[config.mk]
export PLATFORM = sky130hd
export DESIGN_NAME = latency_stats_flat
export DESIGN_NICKNAME = d
export VERILOG_FILES = /design/src/rtl/latency_pkg.sv /design/src/rtl/latency_stats_if.sv /design/src/rtl/latency_window_acc.sv /design/src/rtl/latency_stats.sv /design/src/flat_wrapper.sv
export SDC_FILE = /design/constraint.sdc
export NUM_CORES = 1
export LEC_CHECK = 0
export ABC_AREA = 1
export CORE_MARGIN = 2
export CORE_UTILIZATION = 40
export CTS_BUF_LIST = sky130_fd_sc_hd__clkbuf_16
export DETAILED_ROUTE_END_ITERATION = 10
export PLACE_DENSITY = 0.57
export SYNTH_ARGS = -nofsm -noshare
export SYNTH_HDL_FRONTEND = slang
export SYNTH_SLANG_ARGS = --single-unit
[constraint.sdc]
create_clock -name clk -period 3.8 [get_ports clk]
set_clock_uncertainty 0.05 [all_clocks]
set_input_delay 0.76 -clock clk [delete_from_list [all_inputs] [get_ports clk]]
set_output_delay 0.76 -clock clk [all_outputs]
set_load 0.03 [all_outputs]
[src/rtl/latency_pkg.sv]
// latency_pkg: shared types and sizing helpers for the latency
// statistics engine (slot-state enum, window length, sum width).
package latency_pkg;

    typedef enum logic {
        EMPTY = 1'b0,
        FULL  = 1'b1
    } slot_state_e;

    localparam int DEF_WIDTH   = 16;
    localparam int DEF_LOG_WIN = 4;
    localparam int WIN         = 2 ** DEF_LOG_WIN;
    localparam int SUM_W       = DEF_WIDTH + DEF_LOG_WIN;

    // Window length in samples for a given log2 size.
    function automatic int win_len(input int log_win);
        return 2 ** log_win;
    endfunction

    // Accumulator width that cannot overflow over one window.
    function automatic int sum_width(input int width, input int log_win);
        return width + log_win;
    endfunction

endpackage

[src/rtl/latency_stats_if.sv]
// latency_stats_if: valid/ready result port carrying min/max/avg.
// master: stats engine drives valid and data; slave: consumer drives ready.
interface latency_stats_if #(
    parameter int WIDTH = 16
);
    logic             stat_valid;
    logic             stat_ready;
    logic [WIDTH-1:0] stat_min;
    logic [WIDTH-1:0] stat_max;
    logic [WIDTH-1:0] stat_avg;

    modport master (
        output stat_valid,
        output stat_min,
        output stat_max,
        output stat_avg,
        input  stat_ready
    );

    modport slave (
        input  stat_valid,
        input  stat_min,
        input  stat_max,
        input  stat_avg,
        output stat_ready
    );
endinterface

[src/rtl/latency_window_acc.sv]
// latency_window_acc: min/max/sum/count accumulators over a 2^LOG_WIN window.
// Ports: clk, reset (async low), i_sample, i_value, i_clear;
//        o_done strobe with o_min/o_max/o_avg including the current sample.
module latency_window_acc
    import latency_pkg::*;
#(
    parameter int WIDTH   = 16,
    parameter int LOG_WIN = 4
) (
    input  logic             clk,
    input  logic             reset,
    input  logic             i_sample,
    input  logic [WIDTH-1:0] i_value,
    input  logic             i_clear,
    output logic             o_done,
    output logic [WIDTH-1:0] o_min,
    output logic [WIDTH-1:0] o_max,
    output logic [WIDTH-1:0] o_avg
);

    localparam int SW = sum_width(WIDTH, LOG_WIN);
    localparam int WL = win_len(LOG_WIN);
    localparam logic [LOG_WIN-1:0] CNT_LAST = LOG_WIN'(WL - 1);

    logic [WIDTH-1:0]   r_min;
    logic [WIDTH-1:0]   r_max;
    logic [SW-1:0]      r_sum;
    logic [LOG_WIN-1:0] r_cnt;

    logic             w_take;
    logic [WIDTH-1:0] w_min;
    logic [WIDTH-1:0] w_max;
    logic [SW-1:0]    w_sum;
    logic [SW-1:0]    w_sum_sh;

    // A sample coincident with clear is dropped.
    assign w_take   = i_sample && !i_clear;
    assign w_min    = (i_value < r_min) ? i_value : r_min;
    assign w_max    = (i_value > r_max) ? i_value : r_max;
    assign w_sum    = r_sum + SW'(i_value);
    assign w_sum_sh = w_sum >> LOG_WIN;

    assign o_done = w_take && (r_cnt == CNT_LAST);
    assign o_min  = w_min;
    assign o_max  = w_max;
    assign o_avg  = w_sum_sh[WIDTH-1:0];

    always_ff @(posedge clk or negedge reset) begin
        if (!reset) begin
            r_min <= '1;
            r_max <= '0;
            r_sum <= '0;
            r_cnt <= '0;
        end else if (i_clear || o_done) begin
            r_min <= '1;
            r_max <= '0;
            r_sum <= '0;
            r_cnt <= '0;
        end else if (w_take) begin
            r_min <= w_min;
            r_max <= w_max;
            r_sum <= w_sum;
            r_cnt <= r_cnt + LOG_WIN'(1);
        end
    end

endmodule

[src/rtl/latency_stats.sv]
// latency_stats: samples upstream latency on running falling edges and
// reports per-window min/max/mean through a valid/ready slot.
// Ports: clk, reset (async low), running_in, latency_in, clear,
//        stat (result interface, master), overrun (sticky drop flag).
module latency_stats
    import latency_pkg::*;
#(
    parameter int WIDTH   = 16,
    parameter int LOG_WIN = 4
) (
    input  logic             clk,
    input  logic             reset,
    input  logic             running_in,
    input  logic [WIDTH-1:0] latency_in,
    input  logic             clear,
    latency_stats_if.master  stat,
    output logic             overrun
);

    logic             r_running_q;
    slot_state_e      r_state;
    slot_state_e      w_state_nxt;
    logic [WIDTH-1:0] r_min;
    logic [WIDTH-1:0] r_max;
    logic [WIDTH-1:0] r_avg;
    logic             r_overrun;

    logic             w_event;
    logic             w_done;
    logic             w_hs;
    logic             w_load;
    logic             w_ovr_set;
    logic [WIDTH-1:0] w_min;
    logic [WIDTH-1:0] w_max;
    logic [WIDTH-1:0] w_avg;

    // Upstream updates latency on the edge that drops running,
    // so the value seen on the falling edge is the final count.
    assign w_event = r_running_q && !running_in;

    latency_window_acc #(
        .WIDTH   (WIDTH),
        .LOG_WIN (LOG_WIN)
    ) u_acc (
        .clk      (clk),
        .reset    (reset),
        .i_sample (w_event),
        .i_value  (latency_in),
        .i_clear  (clear),
        .o_done   (w_done),
        .o_min    (w_min),
        .o_max    (w_max),
        .o_avg    (w_avg)
    );

    assign w_hs = (r_state == FULL) && stat.stat_ready;

    always_comb begin
        w_state_nxt = r_state;
        w_load      = 1'b0;
        w_ovr_set   = 1'b0;
        if (clear) begin
            w_state_nxt = EMPTY;
        end else begin
            unique case (r_state)
                EMPTY: begin
                    if (w_done) begin
                        w_load      = 1'b1;
                        w_state_nxt = FULL;
                    end
                end
                FULL: begin
                    if (w_done && w_hs) begin
                        w_load = 1'b1;
                    end else if (w_done) begin
                        w_ovr_set = 1'b1;
                    end else if (w_hs) begin
                        w_state_nxt = EMPTY;
                    end
                end
                default: w_state_nxt = EMPTY;
            endcase
        end
    end

    always_ff @(posedge clk or negedge reset) begin
        if (!reset) begin
            r_running_q <= 1'b0;
            r_state     <= EMPTY;
            r_min       <= '0;
            r_max       <= '0;
            r_avg       <= '0;
            r_overrun   <= 1'b0;
        end else begin
            r_running_q <= running_in;
            r_state     <= w_state_nxt;
            if (w_load) begin
                r_min <= w_min;
                r_max <= w_max;
                r_avg <= w_avg;
            end
            if (clear) begin
                r_overrun <= 1'b0;
            end else if (w_ovr_set) begin
                r_overrun <= 1'b1;
            end
        end
    end

    assign stat.stat_valid = (r_state == FULL);
    assign stat.stat_min   = r_min;
    assign stat.stat_max   = r_max;
    assign stat.stat_avg   = r_avg;
    assign overrun         = r_overrun;

endmodule

[src/flat_wrapper.sv]
// flat-port wrapper written by rule: the top's interface ports become plain ports
module latency_stats_flat import latency_pkg::*;
#(
    parameter int WIDTH   = 16,
    parameter int LOG_WIN = 4
)
  (clk, reset, running_in, latency_in, clear, overrun, stat_stat_valid, stat_stat_min, stat_stat_max, stat_stat_avg, stat_stat_ready);
  latency_stats_if #(.WIDTH(WIDTH)) stat_i ();
  input  logic clk;
  input  logic reset;
  input  logic running_in;
  input  logic [WIDTH-1:0] latency_in;
  input  logic clear;
  output logic overrun;
  output wire logic [$bits(stat_i.stat_valid)-1:0] stat_stat_valid;
  output wire logic [$bits(stat_i.stat_min)-1:0] stat_stat_min;
  output wire logic [$bits(stat_i.stat_max)-1:0] stat_stat_max;
  output wire logic [$bits(stat_i.stat_avg)-1:0] stat_stat_avg;
  input wire logic [$bits(stat_i.stat_ready)-1:0] stat_stat_ready;
  assign stat_stat_valid = stat_i.stat_valid;
  assign stat_stat_min = stat_i.stat_min;
  assign stat_stat_max = stat_i.stat_max;
  assign stat_stat_avg = stat_i.stat_avg;
  assign stat_i.stat_ready = stat_stat_ready;
  latency_stats #(.WIDTH(WIDTH), .LOG_WIN(LOG_WIN)) u_core (.clk(clk), .reset(reset), .running_in(running_in), .latency_in(latency_in), .clear(clear), .stat(stat_i), .overrun(overrun));
endmodule
==> results of run 1 <==
-- layout by cell type, fill, tap and decap left out, types with 2 or more instances in the layout --
| cell type | instances |
|---|---|
| o22ai_1 | 2 |
| xor2_1 | 3 |
| clkdlybuf4s50_1 | 69 |
| clkinv_2 | 3 |
| nand3_2 | 2 |
| dfrtp_1 | 91 |
| nor2_1 | 25 |
| or2_1 | 2 |
| dfstp_2 | 16 |
| buf_4 | 9 |
| inv_1 | 102 |
| nand3b_1 | 4 |
| o21ai_0 | 28 |
| clkinv_1 | 2 |
| or2_2 | 3 |
| a21oi_1 | 35 |
| nand2_2 | 12 |
| nand3_1 | 121 |
| inv_2 | 3 |
| o21ai_1 | 2 |
| nand2_4 | 4 |
| clkbuf_16 | 9 |
| nand4_1 | 4 |
| xnor2_1 | 4 |
| ha_1 | 48 |
| nor3_1 | 3 |
| nand2_1 | 324 |
-- synth_stat cells (2+ instances only) --
| master | number | area [sq um] |
|---|---|---|
| or2_1 | 2 | 12.51 |
| nand3_1 | 121 | 605.6 |
| buf_4 | 7 | 52.55 |
| nor3_1 | 3 | 15.01 |
| nand3b_1 | 4 | 30.03 |
| o21ai_0 | 28 | 140.1 |
| nand2_1 | 324 | 1216 |
| nand3_2 | 2 | 20.02 |
| clkbuf_1 | 6 | 22.52 |
| buf_2 | 8 | 40.04 |
| xnor2_1 | 4 | 35.03 |
| nor2_1 | 25 | 93.84 |
| nand4_1 | 4 | 25.02 |
| dfrtp_1 | 91 | 2277 |
| ha_1 | 48 | 600.6 |
| buf_6 | 4 | 45.04 |
| nand2_2 | 12 | 75.07 |
| o21ai_1 | 2 | 10.01 |
| inv_1 | 99 | 371.6 |
| xor2_1 | 3 | 26.28 |
| a21oi_1 | 35 | 175.2 |
| inv_2 | 3 | 11.26 |
| dfstp_2 | 16 | 420.4 |
| or2_2 | 3 | 18.77 |
| o22ai_1 | 2 | 12.51 |
| nand2_4 | 4 | 45.04 |
-- sequential cells by signal, summed over array words and instances (netlist names) --
name,cells
u_core.stat.stat_min,16
u_core.stat.stat_avg,16
u_core.overrun,1
u_core.u_acc.r_cnt,4
u_core.u_acc.r_max,16
u_core.stat.stat_max,16
u_core.u_acc.r_min,16
u_core.u_acc.r_sum,20
u_core.r_running_q,1
u_core.stat.stat_valid,1
-- routing by layer --
layer | routed length, um | vias up
met3 | 616 | 20
met2 | 7790 | 120
met4 | 316 | 0
met1 | 8325 | 2597
met5 | 0 | -
li1 | - | 2913
-- power groups by stage --
stage          Sequential (mW)  Combinational [mW]  Clock (mW)
2_1_floorplan             1.38               0.944           0
3_3_place_gp              1.40                1.22           0
3_5_place_dp              1.40                1.24           0
4_1_cts                   1.38                1.24       0.884
5_1_grt                   1.40                1.43       0.920
6_report                  1.38                1.24       0.860
-- per-stage QoR --
step | instance area (sq um) | hold slack, ns | cells
floorplan | 6509 | 0.3991 | 872
global placement | 7397 | 0.4118 | 1142
detailed placement | 7397 | 0.4147 | 1142
CTS | 7651 | 0.3867 | 1158
global route | 7651 | 0.4197 | 1158
finish | 7651 | 0.3629 | 1158
-- how the worst max path moves through the flow --
stage | to | cells past startpoint | from | slack, ns
final | u_core.stat.stat_avg[8] | 13 | latency_in[0] | 0.99
after global routing | u_core.stat.stat_avg[8] | 12 | latency_in[1] | 0.80
after CTS | u_core.stat.stat_avg[8] | 12 | latency_in[1] | 0.96
after detailed placement | u_core.stat.stat_avg[8] | 12 | latency_in[1] | 0.59
after global placement | u_core.u_acc.r_sum[12] | 12 | latency_in[1] | 0.58
after floorplan | u_core.stat.stat_avg[8] | 12 | latency_in[0] | 1.47
-- layout make-up --
cell class,instances,area share (%)
Clock buffer,9,2.944
Clock inverter,7,0.3761
Inverter,104,5.151
Multi-Input combinational cell,636,42.57
Sequential cell,107,35.26
Tap cell,216,3.532
Timing Repair Buffer,79,10.17
-- cell families (layout without fill, tap and decap cells) --
| family | after synthesis | count (layout) |
|---|---|---|
| fa+ha+maj | 49 | 49 |
| compound gates | 72 | 72 |
| flops | 107 | 107 |
| xor+xnor | 7 | 7 |
| buf+inv | 129 | 199 |
| simple gates | 508 | 508 |
==> impl_metrics.tcl, run 1 <==
set metrics [dict create \
    yosys_warnings 0 \
    ys_seq_area_share_pct 41.45 \
    fmax_mhz 355.6 \
    vdd_ir_drop_max_mv 0.2762 \
    clock_path_buffers 2 \
    fin_crit_sh_pct 74.01 \
    gp_congestion 0.8412 \
    antenna_found_initial 0 \
    ys.flop_type "dfrtp_1" \
    fp.dieW_um 131.6 \
    met2_usage_pct 32.81 \
    synth-compound-area-share_pct 5.805 \
    cts-hold-fix-buffers 0 \
    firstDrtPassIters 5 \
    synth_xor_area_share_pct 0.9419 \
    hold_viol_final 0 \
    post-cts-setup-buffer-count 0 \
    num-nets-final 1007 \
    first_global_vias 5369 \
    rsz0062_at_grt "false" \
    dp_hpwl_um 12150 \
    cp_max_fo 3 \
    cts_buffers 9 \
    rows 46 \
    power_frac_comb_pct 35.6 \
    floorplan.initialDensity_pct 40.97 \
    start_kind "input port" \
    grtUsageMet1_pct 28.22 \
    seqCellArea_sq_mm 0.002698 \
    synth_area_sq_mm 0.006509 \
    design_power_total_mw 3.476 \
    endpoint_kind "register" \
    grt_max_degree 61 \
    crit_family "simple AND/OR/NAND/NOR gates" \
    max_slew_margin_pct 47.87 \
    synth_adder_area_share_pct 9.535 \
    slowest_delay_ns 0.56 \
    ys_types 38 \
    antenna_left 0 \
    ys_seq_elements 107 \
    cts-resized-gates 0 \
    utilization_pct 48.16 \
    synth.avg_cell_area_sq_um 7.464 \
    drive_gt1_share_pct 7.113 \
    ios 71 \
    worstReg2RegEnd "u_core.stat.stat_min[3]" \
    crit_type "in -> reg" \
    synth_edf_count 0 \
    maxCapViolCount 0 \
    p_leak_nw 4.143 \
    grt_overflow 0 \
    dr_total_vias 5650 \
    synthToLayoutAreaGrowth_pct 17.55 \
    clk_latency_ns 0.36 \
    path_buf_inv 3 \
    drcViolationCount 0 \
    cp.arrival_ns 3.02 \
    r2r-start "u_core.u_acc.r_min[13]" \
    grt_busiest_layer "met2" \
    crit_path_cell_trace "clkdlybuf4s50_1, ha_1, inv_1, fa_1, inv_1, nand3_1, nand2_1, nand3_1, nand2_1, a21oi_1, or2_1, nand3_1, nand2_1" \
    coreArea_sq_mm 0.01589 \
    crit_path_top_delay_cell "clkdlybuf4s50_1" \
    slew_viol_final 0 \
    critPathRequiredTime_ns 4.00 \
    fp.dieH_um 131.6 \
    async_reset_ff_share_pct 100.0 \
    netlist_instances 872 \
    dieArea_sq_mm 0.01731 \
    dp_slack_ns 0.5858 \
    io_buffers 70 \
    r2r_slack_ns 1.60 \
    nFillCells 1636 \
    cts.htree.levels 3 \
    via_per_inst 4.879 \
    synth_fp_nets 942 \
    synth-simple-area-share_pct 33.76 \
    period_needed_ns 2.812 \
    tightest_slew_ns 0.7811 \
    hold_class "in -> async" \
    gr-usage-met3_pct 3.395 \
    clock_power_share_pct 24.7 \
    grtUsageTotal_pct 20.43 \
    seq_power_share_pct 39.7 \
    p_sw_mw 1.320 \
    dr.first_iter.drc_count 317 \
    multi_input_area_sq_mm 0.003257 \
    clkSlewWorstSetupHoldPaths_ns 0.07 \
    finalWorstSetupSlack_ns 0.9877 \
    drt_wl_total_um 17050 \
    switching_share_pct 37.97 \
    status "finished, final reports clean" \
    cts_tree "yes" \
    num_antenna_cells 0 \
    pwr_density_cell_mw_per_mm2 454.4 \
    clkSinkCount 107 \
    routedWlPerCell_um 14.72 \
    synth_top_family_by_area "simple AND/OR/NAND/NOR gates" \
    p_int_mw 2.157 \
    totalNegativeSetupSlack_ns 0 \
    synth_mux_area_share_pct 0 \
    cts_root_buffer "clkbuf_16" \
    grt_pass1_wl_um 27820 \
    reg2reg_depth 10 \
    report.final.setup_viol 0 \
]
Note: power is estimated with default switching activity, not from simulation.
==> inputs of run 2 (changes only) <==
--- a/config.mk
+++ b/config.mk
@@ -10,7 +10,7 @@
 export CORE_UTILIZATION = 40
 export CTS_BUF_LIST = sky130_fd_sc_hd__clkbuf_16
 export DETAILED_ROUTE_END_ITERATION = 10
-export PLACE_DENSITY = 0.57
+export PLACE_DENSITY = 0.59
 export SYNTH_ARGS = -nofsm -noshare
 export SYNTH_HDL_FRONTEND = slang
 export SYNTH_SLANG_ARGS = --single-unit
==> constraint.sdc (replaced) <==
create_clock -name clk -period 2.5 [get_ports clk]
set_clock_uncertainty 0.05 [all_clocks]
set_input_delay 0.5 -clock clk [delete_from_list [all_inputs] [get_ports clk]]
set_output_delay 0.5 -clock clk [all_outputs]
set_load 0.03 [all_outputs]
==> impl_metrics.tcl, run 2 (synthesized netlist as in run 1, its figures left out) <==
set metrics [dict create \
    pwr_density_cell_mw_per_mm2 698.4 \
    firstDrtPassIters 5 \
    slew_viol_final 0 \
    design_power_total_mw 5.782 \
    routedWlPerCell_um 14.13 \
    clkSlewWorstSetupHoldPaths_ns 0.07 \
    dp_slack_ns -0.2963 \
    dieArea_sq_mm 0.01731 \
    rsz0062_at_grt "false" \
    grt_overflow 0 \
    finalNonFillerCells 1223 \
    fp.dieW_um 131.6 \
    cp_max_fo 3 \
    cts_root_buffer "clkbuf_16" \
    cts_tree "yes" \
    hold_viol_final 0 \
    crit_type "in -> reg" \
    cts.htree.levels 3 \
    synthToLayoutAreaGrowth_pct 27.20 \
    coreArea_sq_mm 0.01589 \
    post-cts-setup-buffer-count 0 \
    dr_total_vias 5898 \
    antenna_found_initial 0 \
    p_leak_nw 4.503 \
    via_per_inst 4.823 \
    place_inst 1207 \
    antenna_left 0 \
    clkSinkCount 107 \
    crit_path_cell_trace "clkdlybuf4s50_1, ha_1, inv_1, fa_1, inv_1, nand3_1, nand2_1, nand3_1, nand2_2, a21oi_1, or2_1, nand3_1, nand2_1" \
    status "finished, final reports clean" \
    cts_buffers 9 \
    ios 71 \
    finalWorstSetupSlack_ns 0.1549 \
    largest_reg_flops 20 \
    clk_latency_ns 0.35 \
    grt_pass1_wl_um 28680 \
    drcViolationCount 0 \
    endpoint_kind "register" \
    num-nets-final 1072 \
    dr.first_iter.drc_count 283 \
    drt_wl_total_um 17280 \
    dp_hpwl_um 13030 \
    num_antenna_cells 0 \
    grt_max_degree 54 \
    fin_crit_sh_pct 93.80 \
    vdd_ir_drop_max_mv 0.3884 \
    regMostFlops "u_core.u_acc.r_sum" \
    report.final.setup_viol 0 \
    gp_congestion 0.8978 \
    fp.dieH_um 131.6 \
    maxCapViolCount 0 \
    max_slew_margin_pct 58.97 \
    drive_gt1_share_pct 13.41 \
    slowest_delay_ns 0.53 \
    final_common_cell "nand2_1" \
    path_buf_inv 3 \
    tightest_slew_ns 0.6155 \
    totalNegativeSetupSlack_ns 0 \
    critPathRequiredTime_ns 2.70 \
    fmax_mhz 426.4 \
    start_kind "input port" \
    io_buffers 70 \
    first_global_vias 5624 \
    cp.arrival_ns 2.54 \
    hold_class "in -> async" \
    grtUsageTotal_pct 20.88 \
    crit_family "simple AND/OR/NAND/NOR gates" \
    floorplan.initialDensity_pct 40.97 \
    layout_common_cells "323 x nand2_1, 121 x nand3_1, 100 x inv_1" \
    clock_path_buffers 2 \
    period_needed_ns 2.345 \
    crit_path_top_delay_cell "clkdlybuf4s50_1" \
    critPathMostFrequentCell "nand3_1" \
    rows 46 \
    utilization_pct 52.12 \
]
==> run 2: changes by cell type in the layout (fill, tap and decap cells not counted) <==
cell,previous run,this run
buf_12,1,8
clkinv_4,0,1
buf_4,9,67
ha_1,48,47
clkinvlp_4,0,1
ha_4,0,1
nand2_2,12,13
dlymetal6s2s_1,0,2
inv_1,102,100
clkdlybuf4s50_1,69,67
clkinv_2,3,1
nand2_1,324,323
bufinv_16,0,1
clkinv_1,2,3
==> run 2: final timing paths <==
kind	startpoint	end	slack [ns]	depth (start not counted)
min	reset	u_core.u_acc.r_sum[5]	0.02	1
max reg2reg	u_core.u_acc.r_min[11]	u_core.stat.stat_min[15]	0.49	12
min reg2reg	u_core.stat.stat_min[8]	u_core.stat.stat_min[8]	0.43	2
max	latency_in[0]	u_core.u_acc.r_sum[12]	0.15	13
max in group asynchronous	reset	u_core.u_acc.r_min[13]	1.78	2
min in group clk	u_core.stat.stat_min[8]	u_core.stat.stat_min[8]	0.43	2
==> run 2: layout make-up <==
| type | count | area, sq um |
|---|---|---|
| repair buffers | 144 | 1359 |
| fillers | 1642 | 7606 |
| clock buffers | 9 | 225.2 |
| clock inverters | 7 | 61.31 |
| inverters | 104 | 394.1 |
| well taps | 216 | 270.3 |
| flip-flops and latches | 107 | 2698 |
| multi-input cells | 636 | 3272 |
==> run 2: routing by layer <==
metal  vias up  track usage [%]  share of wire, %
met5         -                0                 0
met4         0            7.911               2.7
met3        27            3.086               3.8
met2       131            32.87                45
met1      2690            29.10                48
li1       3050                -                 -
==> run 2: what timing repair did <==
item / CTS / global route
hold endpoints to repair: 0 / 0
hold buffers: 0 / 0
resized for setup: 0 / 4
endpoints found under the setup margin: 0 / 9
==> run 2: where the power goes <==
group          internal, mW  leakage (nW)  switching (mW)
sequential             1.97          1.40           0.135
clock                 0.766         0.139           0.655
combinational         0.958          2.96            1.30
==> run 2: stage by stage <==
step / hold slack [ns] / cell area (sq um)
3_5_place_dp: 0.4114 / 7973
2_1_floorplan: 0.1544 / 6509
4_1_cts: 0.02570 / 8259
6_report: 0.02198 / 8279
3_3_place_gp: 0.4101 / 7973
5_1_grt: 0.04890 / 8279
==> inputs of run 3 (changes only) <==
--- a/config.mk
+++ b/config.mk
@@ -11,6 +11,7 @@
 export CTS_BUF_LIST = sky130_fd_sc_hd__clkbuf_16
 export DETAILED_ROUTE_END_ITERATION = 10
 export PLACE_DENSITY = 0.59
+export SLEW_MARGIN = 20
 export SYNTH_ARGS = -nofsm -noshare
 export SYNTH_HDL_FRONTEND = slang
 export SYNTH_SLANG_ARGS = --single-unit
==> results of run 3 <==
The final DEF is identical to that of run 2; final timing and power are the same.
